===== src/rtl/ctrl_pkg.sv =====
// Shared encodings for the multicycle RV32I controller, immediate extender
// and datapath muxes.
package ctrl_pkg;

  localparam int unsigned STATE_W   = 4;
  localparam int unsigned OP_W      = 7;
  localparam int unsigned F3_W      = 3;
  localparam int unsigned IMM_W     = 3;
  localparam int unsigned ALUCTL_W  = 3;
  localparam int unsigned MUXSEL_W  = 2;

  // Controller states
  typedef enum logic [STATE_W-1:0] {
    FETCH    = 4'd0,
    DECODE   = 4'd1,
    MEMADR   = 4'd2,
    MEMREAD  = 4'd3,
    MEMWB    = 4'd4,
    MEMWRITE = 4'd5,
    EXECUTER = 4'd6,
    EXECUTEI = 4'd7,
    ALUWB    = 4'd8,
    LUI      = 4'd9,
    JAL      = 4'd10,
    BRANCH   = 4'd11
  } state_e;

  // ALU operation class requested by the FSM for the ALU decoder
  typedef enum logic [1:0] {
    ALU_CLASS_ADD = 2'd0,
    ALU_CLASS_SUB = 2'd1,
    ALU_CLASS_R   = 2'd2,
    ALU_CLASS_I   = 2'd3
  } alu_class_e;

  // Opcodes
  localparam logic [OP_W-1:0] OP_LW     = 7'b0000011;
  localparam logic [OP_W-1:0] OP_SW     = 7'b0100011;
  localparam logic [OP_W-1:0] OP_R      = 7'b0110011;
  localparam logic [OP_W-1:0] OP_I      = 7'b0010011;
  localparam logic [OP_W-1:0] OP_BRANCH = 7'b1100011;
  localparam logic [OP_W-1:0] OP_JAL    = 7'b1101111;
  localparam logic [OP_W-1:0] OP_LUI    = 7'b0110111;

  // funct3 values the controller cares about
  localparam logic [F3_W-1:0] F3_ADD = 3'b000;
  localparam logic [F3_W-1:0] F3_SLT = 3'b010;
  localparam logic [F3_W-1:0] F3_OR  = 3'b110;
  localparam logic [F3_W-1:0] F3_AND = 3'b111;
  localparam logic [F3_W-1:0] F3_BEQ = 3'b000;
  localparam logic [F3_W-1:0] F3_BNE = 3'b001;

  // Immediate extender select
  localparam logic [IMM_W-1:0] IMM_I = 3'b000;
  localparam logic [IMM_W-1:0] IMM_S = 3'b001;
  localparam logic [IMM_W-1:0] IMM_B = 3'b010;
  localparam logic [IMM_W-1:0] IMM_U = 3'b011;
  localparam logic [IMM_W-1:0] IMM_J = 3'b100;

  // ALU control
  localparam logic [ALUCTL_W-1:0] ALU_ADD = 3'b000;
  localparam logic [ALUCTL_W-1:0] ALU_SUB = 3'b001;
  localparam logic [ALUCTL_W-1:0] ALU_AND = 3'b010;
  localparam logic [ALUCTL_W-1:0] ALU_OR  = 3'b011;
  localparam logic [ALUCTL_W-1:0] ALU_SLT = 3'b101;

  // Result mux
  localparam logic [MUXSEL_W-1:0] RES_ALUOUT    = 2'b00;
  localparam logic [MUXSEL_W-1:0] RES_DATA      = 2'b01;
  localparam logic [MUXSEL_W-1:0] RES_ALURESULT = 2'b10;

  // ALU source A mux
  localparam logic [MUXSEL_W-1:0] SRCA_PC    = 2'b00;
  localparam logic [MUXSEL_W-1:0] SRCA_OLDPC = 2'b01;
  localparam logic [MUXSEL_W-1:0] SRCA_RS1   = 2'b10;
  localparam logic [MUXSEL_W-1:0] SRCA_ZERO  = 2'b11;

  // ALU source B mux
  localparam logic [MUXSEL_W-1:0] SRCB_RS2  = 2'b00;
  localparam logic [MUXSEL_W-1:0] SRCB_IMM  = 2'b01;
  localparam logic [MUXSEL_W-1:0] SRCB_FOUR = 2'b10;

  // True for opcodes the controller can sequence
  function automatic logic op_supported(input logic [OP_W-1:0] op);
    return (op == OP_LW) || (op == OP_SW) || (op == OP_R) || (op == OP_I) ||
           (op == OP_BRANCH) || (op == OP_JAL) || (op == OP_LUI);
  endfunction

endpackage


===== src/rtl/alu_decoder.sv =====
// ALU decoder: maps the FSM's requested operation class plus funct3/funct7b5
// onto an ALUControl code.
//   alu_class  in  - fixed add, fixed sub, R-type or I-ALU decode
//   funct3     in  - instr[14:12]
//   funct7b5   in  - instr[30]
//   ALUControl out - ALU operation (combinational)
module alu_decoder
  import ctrl_pkg::*;
(
  input  alu_class_e               alu_class,
  input  logic [F3_W-1:0]          funct3,
  input  logic                     funct7b5,
  output logic [ALUCTL_W-1:0]      ALUControl
);

  logic is_r;

  always_comb begin
    ALUControl = ALU_ADD;
    is_r       = (alu_class == ALU_CLASS_R);
    case (alu_class)
      ALU_CLASS_ADD: ALUControl = ALU_ADD;
      ALU_CLASS_SUB: ALUControl = ALU_SUB;
      ALU_CLASS_R,
      ALU_CLASS_I: begin
        case (funct3)
          // funct7b5 only selects sub for register-register ops; addi stays add
          F3_ADD:  ALUControl = (is_r && funct7b5) ? ALU_SUB : ALU_ADD;
          F3_OR:   ALUControl = ALU_OR;
          F3_AND:  ALUControl = ALU_AND;
          F3_SLT:  ALUControl = ALU_SLT;
          default: ALUControl = ALU_ADD;
        endcase
      end
      default: ALUControl = ALU_ADD;
    endcase
  end

endmodule


===== src/rtl/control_fsm.sv =====
// Multicycle main controller for the RV32I core. Sequences each instruction
// through fetch/decode/execute/memory/writeback and drives datapath controls.
// Outputs are combinational from the state register plus mem_ready, Zero and
// instruction fields (zero-cycle latency).
//   clk, reset          - rising-edge clock, async active-high reset to FETCH
//   op/funct3/funct7b5  - instruction fields from the IR
//   Zero                - ALU zero flag (branch resolution)
//   mem_ready           - memory completes the current access this cycle
//   PCWrite, AdrSrc, MemWrite, IRWrite, RegWrite, ResultSrc, ALUSrcA,
//   ALUSrcB, ALUControl, ImmSrc - datapath controls
//   illegal             - unsupported opcode seen in DECODE
module control_fsm
  import ctrl_pkg::*;
(
  input  logic                  clk,
  input  logic                  reset,
  input  logic [OP_W-1:0]       op,
  input  logic [F3_W-1:0]       funct3,
  input  logic                  funct7b5,
  input  logic                  Zero,
  input  logic                  mem_ready,
  output logic                  PCWrite,
  output logic                  AdrSrc,
  output logic                  MemWrite,
  output logic                  IRWrite,
  output logic                  RegWrite,
  output logic [MUXSEL_W-1:0]   ResultSrc,
  output logic [MUXSEL_W-1:0]   ALUSrcA,
  output logic [MUXSEL_W-1:0]   ALUSrcB,
  output logic [ALUCTL_W-1:0]   ALUControl,
  output logic [IMM_W-1:0]      ImmSrc,
  output logic                  illegal
);

  state_e     state;
  state_e     next_state;
  alu_class_e alu_class;

  // State register
  always_ff @(posedge clk or posedge reset) begin
    if (reset) state <= FETCH;
    else       state <= next_state;
  end

  // Next-state and output decode
  always_comb begin
    next_state = state;
    PCWrite    = 1'b0;
    AdrSrc     = 1'b0;
    MemWrite   = 1'b0;
    IRWrite    = 1'b0;
    RegWrite   = 1'b0;
    ResultSrc  = RES_ALUOUT;
    ALUSrcA    = SRCA_PC;
    ALUSrcB    = SRCB_RS2;
    ImmSrc     = IMM_I;
    alu_class  = ALU_CLASS_ADD;
    illegal    = 1'b0;

    case (state)
      FETCH: begin
        // PC+4 goes straight back to PC as the IR is loaded
        ALUSrcB   = SRCB_FOUR;
        ResultSrc = RES_ALURESULT;
        IRWrite   = mem_ready;
        PCWrite   = mem_ready;
        if (mem_ready) next_state = DECODE;
      end

      DECODE: begin
        // OldPC + imm precomputes the branch/jump target into ALUOut
        ALUSrcA = SRCA_OLDPC;
        ALUSrcB = SRCB_IMM;
        ImmSrc  = (op == OP_JAL) ? IMM_J : IMM_B;
        case (op)
          OP_LW, OP_SW: next_state = MEMADR;
          OP_R:         next_state = EXECUTER;
          OP_I:         next_state = EXECUTEI;
          OP_BRANCH:    next_state = BRANCH;
          OP_JAL:       next_state = JAL;
          OP_LUI:       next_state = LUI;
          default:      next_state = FETCH;
        endcase
        illegal = !op_supported(op);
      end

      MEMADR: begin
        ALUSrcA = SRCA_RS1;
        ALUSrcB = SRCB_IMM;
        if (op == OP_LW) begin
          ImmSrc     = IMM_I;
          next_state = MEMREAD;
        end else begin
          ImmSrc     = IMM_S;
          next_state = MEMWRITE;
        end
      end

      MEMREAD: begin
        AdrSrc = 1'b1;
        if (mem_ready) next_state = MEMWB;
      end

      MEMWRITE: begin
        AdrSrc   = 1'b1;
        MemWrite = 1'b1;
        if (mem_ready) next_state = FETCH;
      end

      MEMWB: begin
        ResultSrc  = RES_DATA;
        RegWrite   = 1'b1;
        next_state = FETCH;
      end

      EXECUTER: begin
        ALUSrcA    = SRCA_RS1;
        ALUSrcB    = SRCB_RS2;
        alu_class  = ALU_CLASS_R;
        next_state = ALUWB;
      end

      EXECUTEI: begin
        ALUSrcA    = SRCA_RS1;
        ALUSrcB    = SRCB_IMM;
        ImmSrc     = IMM_I;
        alu_class  = ALU_CLASS_I;
        next_state = ALUWB;
      end

      LUI: begin
        // zero + U-immediate
        ALUSrcA    = SRCA_ZERO;
        ALUSrcB    = SRCB_IMM;
        ImmSrc     = IMM_U;
        next_state = ALUWB;
      end

      ALUWB: begin
        ResultSrc  = RES_ALUOUT;
        RegWrite   = 1'b1;
        next_state = FETCH;
      end

      JAL: begin
        // PC takes the target from ALUOut while OldPC+4 is computed for rd
        ALUSrcA    = SRCA_OLDPC;
        ALUSrcB    = SRCB_FOUR;
        ResultSrc  = RES_ALUOUT;
        PCWrite    = 1'b1;
        next_state = ALUWB;
      end

      BRANCH: begin
        ALUSrcA   = SRCA_RS1;
        ALUSrcB   = SRCB_RS2;
        ResultSrc = RES_ALUOUT;
        alu_class = ALU_CLASS_SUB;
        case (funct3)
          F3_BEQ:  PCWrite = Zero;
          F3_BNE:  PCWrite = !Zero;
          default: PCWrite = 1'b0;
        endcase
        next_state = FETCH;
      end

      default: next_state = FETCH;
    endcase
  end

  alu_decoder u_alu_decoder (
    .alu_class  (alu_class),
    .funct3     (funct3),
    .funct7b5   (funct7b5),
    .ALUControl (ALUControl)
  );

endmodule


===== config.mk =====
export PLATFORM = sky130hd
export DESIGN_NAME = control_fsm
export DESIGN_NICKNAME = d
export VERILOG_FILES = /design/src/rtl/ctrl_pkg.sv /design/src/rtl/alu_decoder.sv /design/src/rtl/control_fsm.sv
export SDC_FILE = /design/constraint.sdc
export NUM_CORES = 1
export LEC_CHECK = 0
export ABC_AREA = 1
export ABC_CLOCK_PERIOD_IN_PS = 1800
export CAP_MARGIN = 20
export CORE_AREA = 2 2 43 45
export CTS_CLUSTER_DIAMETER = 60
export DETAILED_ROUTE_END_ITERATION = 7
export DIE_AREA = 0 0 45 47
export PLACE_DENSITY = 0.82
export SYNTH_ARGS = -nofsm -noshare
export SYNTH_HDL_FRONTEND = slang
export SYNTH_HIERARCHICAL = 1
export SYNTH_SLANG_ARGS = --single-unit

===== constraint.sdc =====
create_clock -name clk -period 1.8 [get_ports clk]
set_clock_uncertainty 0.05 [all_clocks]
set_input_delay 0.36 -clock clk [delete_from_list [all_inputs] [get_ports clk]]
set_output_delay 0.36 -clock clk [all_outputs]
set_load 0.02 [all_outputs]

==> results.py <==
metrics = {
    "run_status": {
        "result_of_the_run": "finished, violations left",
        "violations_in_the_final_reports": "negative setup slack",
    },
    "setup_path": {
        "worst-r2r-cell-count": 9,
        "worstSetupStartpointType": "input port",
        "path_depth": 5,
        "critical_path.slowest_cell": "sky130_fd_sc_hd__clkdlybuf4s50_1",
        "worstPathRequired_ns": 1.39,
        "worstPathArrival_ns": 1.49,
        "worst-setup-path-type": "input port to primary output",
        "timing.critical_path.cells": "clkdlybuf4s50_1 -> nor3_4 -> nand4_1 -> nand3b_1 -> buf_6",
        "critical_path_peak_fanout": 4,
        "critPathBufInv": 2,
        "crit_path_end_kind": "primary output",
        "cpLargestDelayFamily": "buffers and inverters",
        "critical-path-max-stage-delay_ns": 0.52,
    },
    "timing": {
        "setup_violations": 8,
        "transition_time_at_the_pin_with_the_least_slew_margin_ns": 0.256,
        "maxSlewHeadroom_pct": 82.7,
        "finalSetupTns_ns": -0.318,
        "fmax_mhz": 527,
        "timing.final.crit_period_ns": 1.90,
        "hold_vio_cnt_final": 0,
        "finalWorstSetupSlack_ns": -0.0991,
        "min_period_over_period_pct": 106,
        "unrepaired_setup_endpoints_after_global_routing": "true",
        "worst_hold_slack_ns": 0.254,
        "final-max-slew-violation-count": 0,
    },
    "pwr": {
        "power.clock.fraction_pct": 9.2,
        "combinationalPowerShare_pct": 80.6,
        "total_leakage_power_uw": 0.000771,
        "seq_power_share_pct": 10.2,
        "proportion_of_total_power_due_to_net_switching_pct": 48.5,
        "vdd_ir_drop_max_mv": 0.806,
        "cell_internal_pwr_uw": 699,
        "net_switching_uw": 658,
        "cell_pwr_density_mw_per_mm2": 942,
    },
    "cts": {
        "clk_root_buffer_cell": "sky130_fd_sc_hd__clkbuf_4",
        "cts_buffer_depth": 2,
        "cts_made_buffers": 3,
        "clock_latency_ns": 0.24,
        "cts.reportedPaths.clkPinSlew_ns": 0.05,
        "ctsHtreeMaxLevel": 1,
        "clock_tree_from_tritoncts": "yes",
        "tritoncts_num_sinks": 4,
    },
    "synth": {
        "synth-warning-count": 6,
        "postSynthCellCount": 111,
        "syn_nets": 126,
        "synthArstFlopShare_pct": 100,
        "post-synth-top-count-cell": "sky130_fd_sc_hd__nand2_1",
        "dominantRegCellSynth": "sky130_fd_sc_hd__dfrtp_1",
        "synthDominantCellAreaShare_pct": 20.6,
        "netlist-cell-type-count": 23,
        "yosys_register_bits": 4,
        "post_synth_main_area_contributors": "sky130_fd_sc_hd__nand2_1, sky130_fd_sc_hd__dfrtp_1, sky130_fd_sc_hd__inv_1, sky130_fd_sc_hd__nor2_1, sky130_fd_sc_hd__nand3_1",
        "synth_top_area_cell": "sky130_fd_sc_hd__nand2_1",
        "synth.yosys.seq_area_share_pct": 16.6,
        "synthesized_cell_area_um2": 602,
        "synth_commonest_cells": "sky130_fd_sc_hd__nand2_1, sky130_fd_sc_hd__inv_1, sky130_fd_sc_hd__nor2_1",
        "synth_enable_flop_cells": 0,
        "syn-mean-instance-area_um2": 5.42,
    },
    "place": {
        "instance_area_at_placement_mm2": 0.00119,
        "estimated_wirelength_of_the_detail_placed_design_um": 1930,
        "place.gp.congestion": 0.818,
        "preCtsSetupSlack_ns": -0.636,
        "io_buffers": 32,
    },
    "job": {
        "maxCapViolations": 0,
    },
    "finish": {
        "num-nets-final": 204,
        "antenna_cells_inserted": 0,
        "largest-register": "state",
        "fillerInstances": 84,
        "largest_register_ff_count": 4,
        "final_layout_size_suffix_gt1_share_pct": 63.1,
        "biggestRegsByFlops": "state: 4 flops",
        "finish.instance_area_mm2": 0.00144,
        "area_growth_pct": 139,
    },
    "global_routing": {
        "globalRoute.totalOverflow": 0,
        "grt_max_degree": 6,
        "via_count_of_the_first_global_routing_pass": 1018,
        "antenna_violations_before_repair": 0,
        "grt_pass1_wl_um": 4250,
        "gr-usage-all-layers_pct": 28.4,
    },
    "floorplan": {
        "die_height_um": 47,
        "rows": 15,
        "fp.dieW_um": 45,
        "floorplan.io_pins": 33,
        "die_footprint_mm2": 0.00212,
        "floorplan.core_area_mm2": 0.00165,
        "floorplan.initialDensity_pct": 36.4,
    },
    "drt": {
        "detailedRoute.firstPassIterationCount": 4,
        "topRoutingLayerUsed": "met4",
        "drt_first_iter_violations": 26,
        "wire_per_inst_um": 16.5,
        "avgViaCountPerCell": 5.22,
        "remaining_drc_errors": 0,
        "via_count": 1064,
        "dr_wl_met2_um": 1740,
        "wl_um": 3360,
        "dr_wl_met3_um": 259,
        "length_of_routed_wiring_on_met1_um": 1160,
        "final_antenna_net_count": 0,
    },
    "worst_hold_path": {
        "hold_path_class": "input port to async pin",
    },
}
-- per-stage QoR --
step	instances	total power (uW)	util (%)
2_1_floorplan	111	523	-
3_3_place_gp	193	960	72.1
3_5_place_dp	193	975	72.1
4_1_cts	202	1120	77.0
5_1_grt	204	1420	87.2
6_report	204	1360	87.2
-- power groups by stage --
stage               logic (uW)  clock network [uW]  registers (uW)
finish                    1090                 124             139
detailed placement         848                   0             127
floorplan                  398                   0             125
global placement           835                   0             125
global route              1150                 130             139
CTS                        871                 114             137
-- path summary, 6_finish.rpt --
kind                       startpoint        to  slack [ns]
setup / recovery            funct3[2]   PCWrite        -0.1
hold / removal                  reset  state[3]        0.25
setup reg to reg             state[3]  state[0]        0.22
hold reg to reg              state[1]  state[2]        0.76
max in group asynchronous       reset  state[0]        1.27
min in group clk             state[1]  state[2]        0.76
-- area by class of cell --
| type | instances | area (um2) | area share (%) |
|---|---|---|---|
| clock buffers | 3 | 22.5 | 1.56 |
| repair buffers | 73 | 623 | 43.3 |
| flip-flops and latches | 4 | 104 | 7.21 |
| inverters | 22 | 90.1 | 6.26 |
| multi-input cells | 85 | 579 | 40.2 |
| well taps | 17 | 21.3 | 1.48 |
-- layout by cell type, fill, tap and decap left out, types with 2 or more instances in the layout --
cell                              count
sky130_fd_sc_hd__nor3_4               2
sky130_fd_sc_hd__nand2_4              4
sky130_fd_sc_hd__inv_4                3
sky130_fd_sc_hd__nor2_4               8
sky130_fd_sc_hd__nor3_2               3
sky130_fd_sc_hd__dlygate4sd2_1        8
sky130_fd_sc_hd__nand3_1              7
sky130_fd_sc_hd__dfrtp_2              3
sky130_fd_sc_hd__nand2_2             11
sky130_fd_sc_hd__clkbuf_4             3
sky130_fd_sc_hd__inv_2                8
sky130_fd_sc_hd__nor2_1               5
sky130_fd_sc_hd__nor2_2               6
sky130_fd_sc_hd__nand4_1              2
sky130_fd_sc_hd__clkdlybuf4s50_1      6
sky130_fd_sc_hd__o21ai_2              3
sky130_fd_sc_hd__inv_1               11
sky130_fd_sc_hd__buf_6               14
sky130_fd_sc_hd__nand2_1             23
sky130_fd_sc_hd__a21oi_2              2
sky130_fd_sc_hd__buf_4               44
-- per-layer routing --
| layer | track usage, % | vias up |
|---|---|---|
| li1 | - | 496 |
| met1 | 29.5 | 494 |
| met2 | 56.0 | 56 |
| met3 | 3.08 | 18 |
| met4 | 14.1 | 0 |
| met5 | 0 | - |
-- what timing repair did --
item                       CTS  global route
pin swaps                   12            16
gates resized for setup    108            58
setup endpoints to repair   18            18
hold buffers                 0             0
buffers inserted             6             2
hold endpoints to repair     0             0
-- logic make-up after synthesis --
| family | share of synthesized area (%) |
|---|---|
| and+or+nand+nor | 59.5 |
| buffers and inverters | 13.7 |
| AOI/OAI and AO/OA | 8.73 |
| DFF | 16.6 |
| xor gates and xnor gates | 1.46 |
Power figures use the tool's default switching activity.
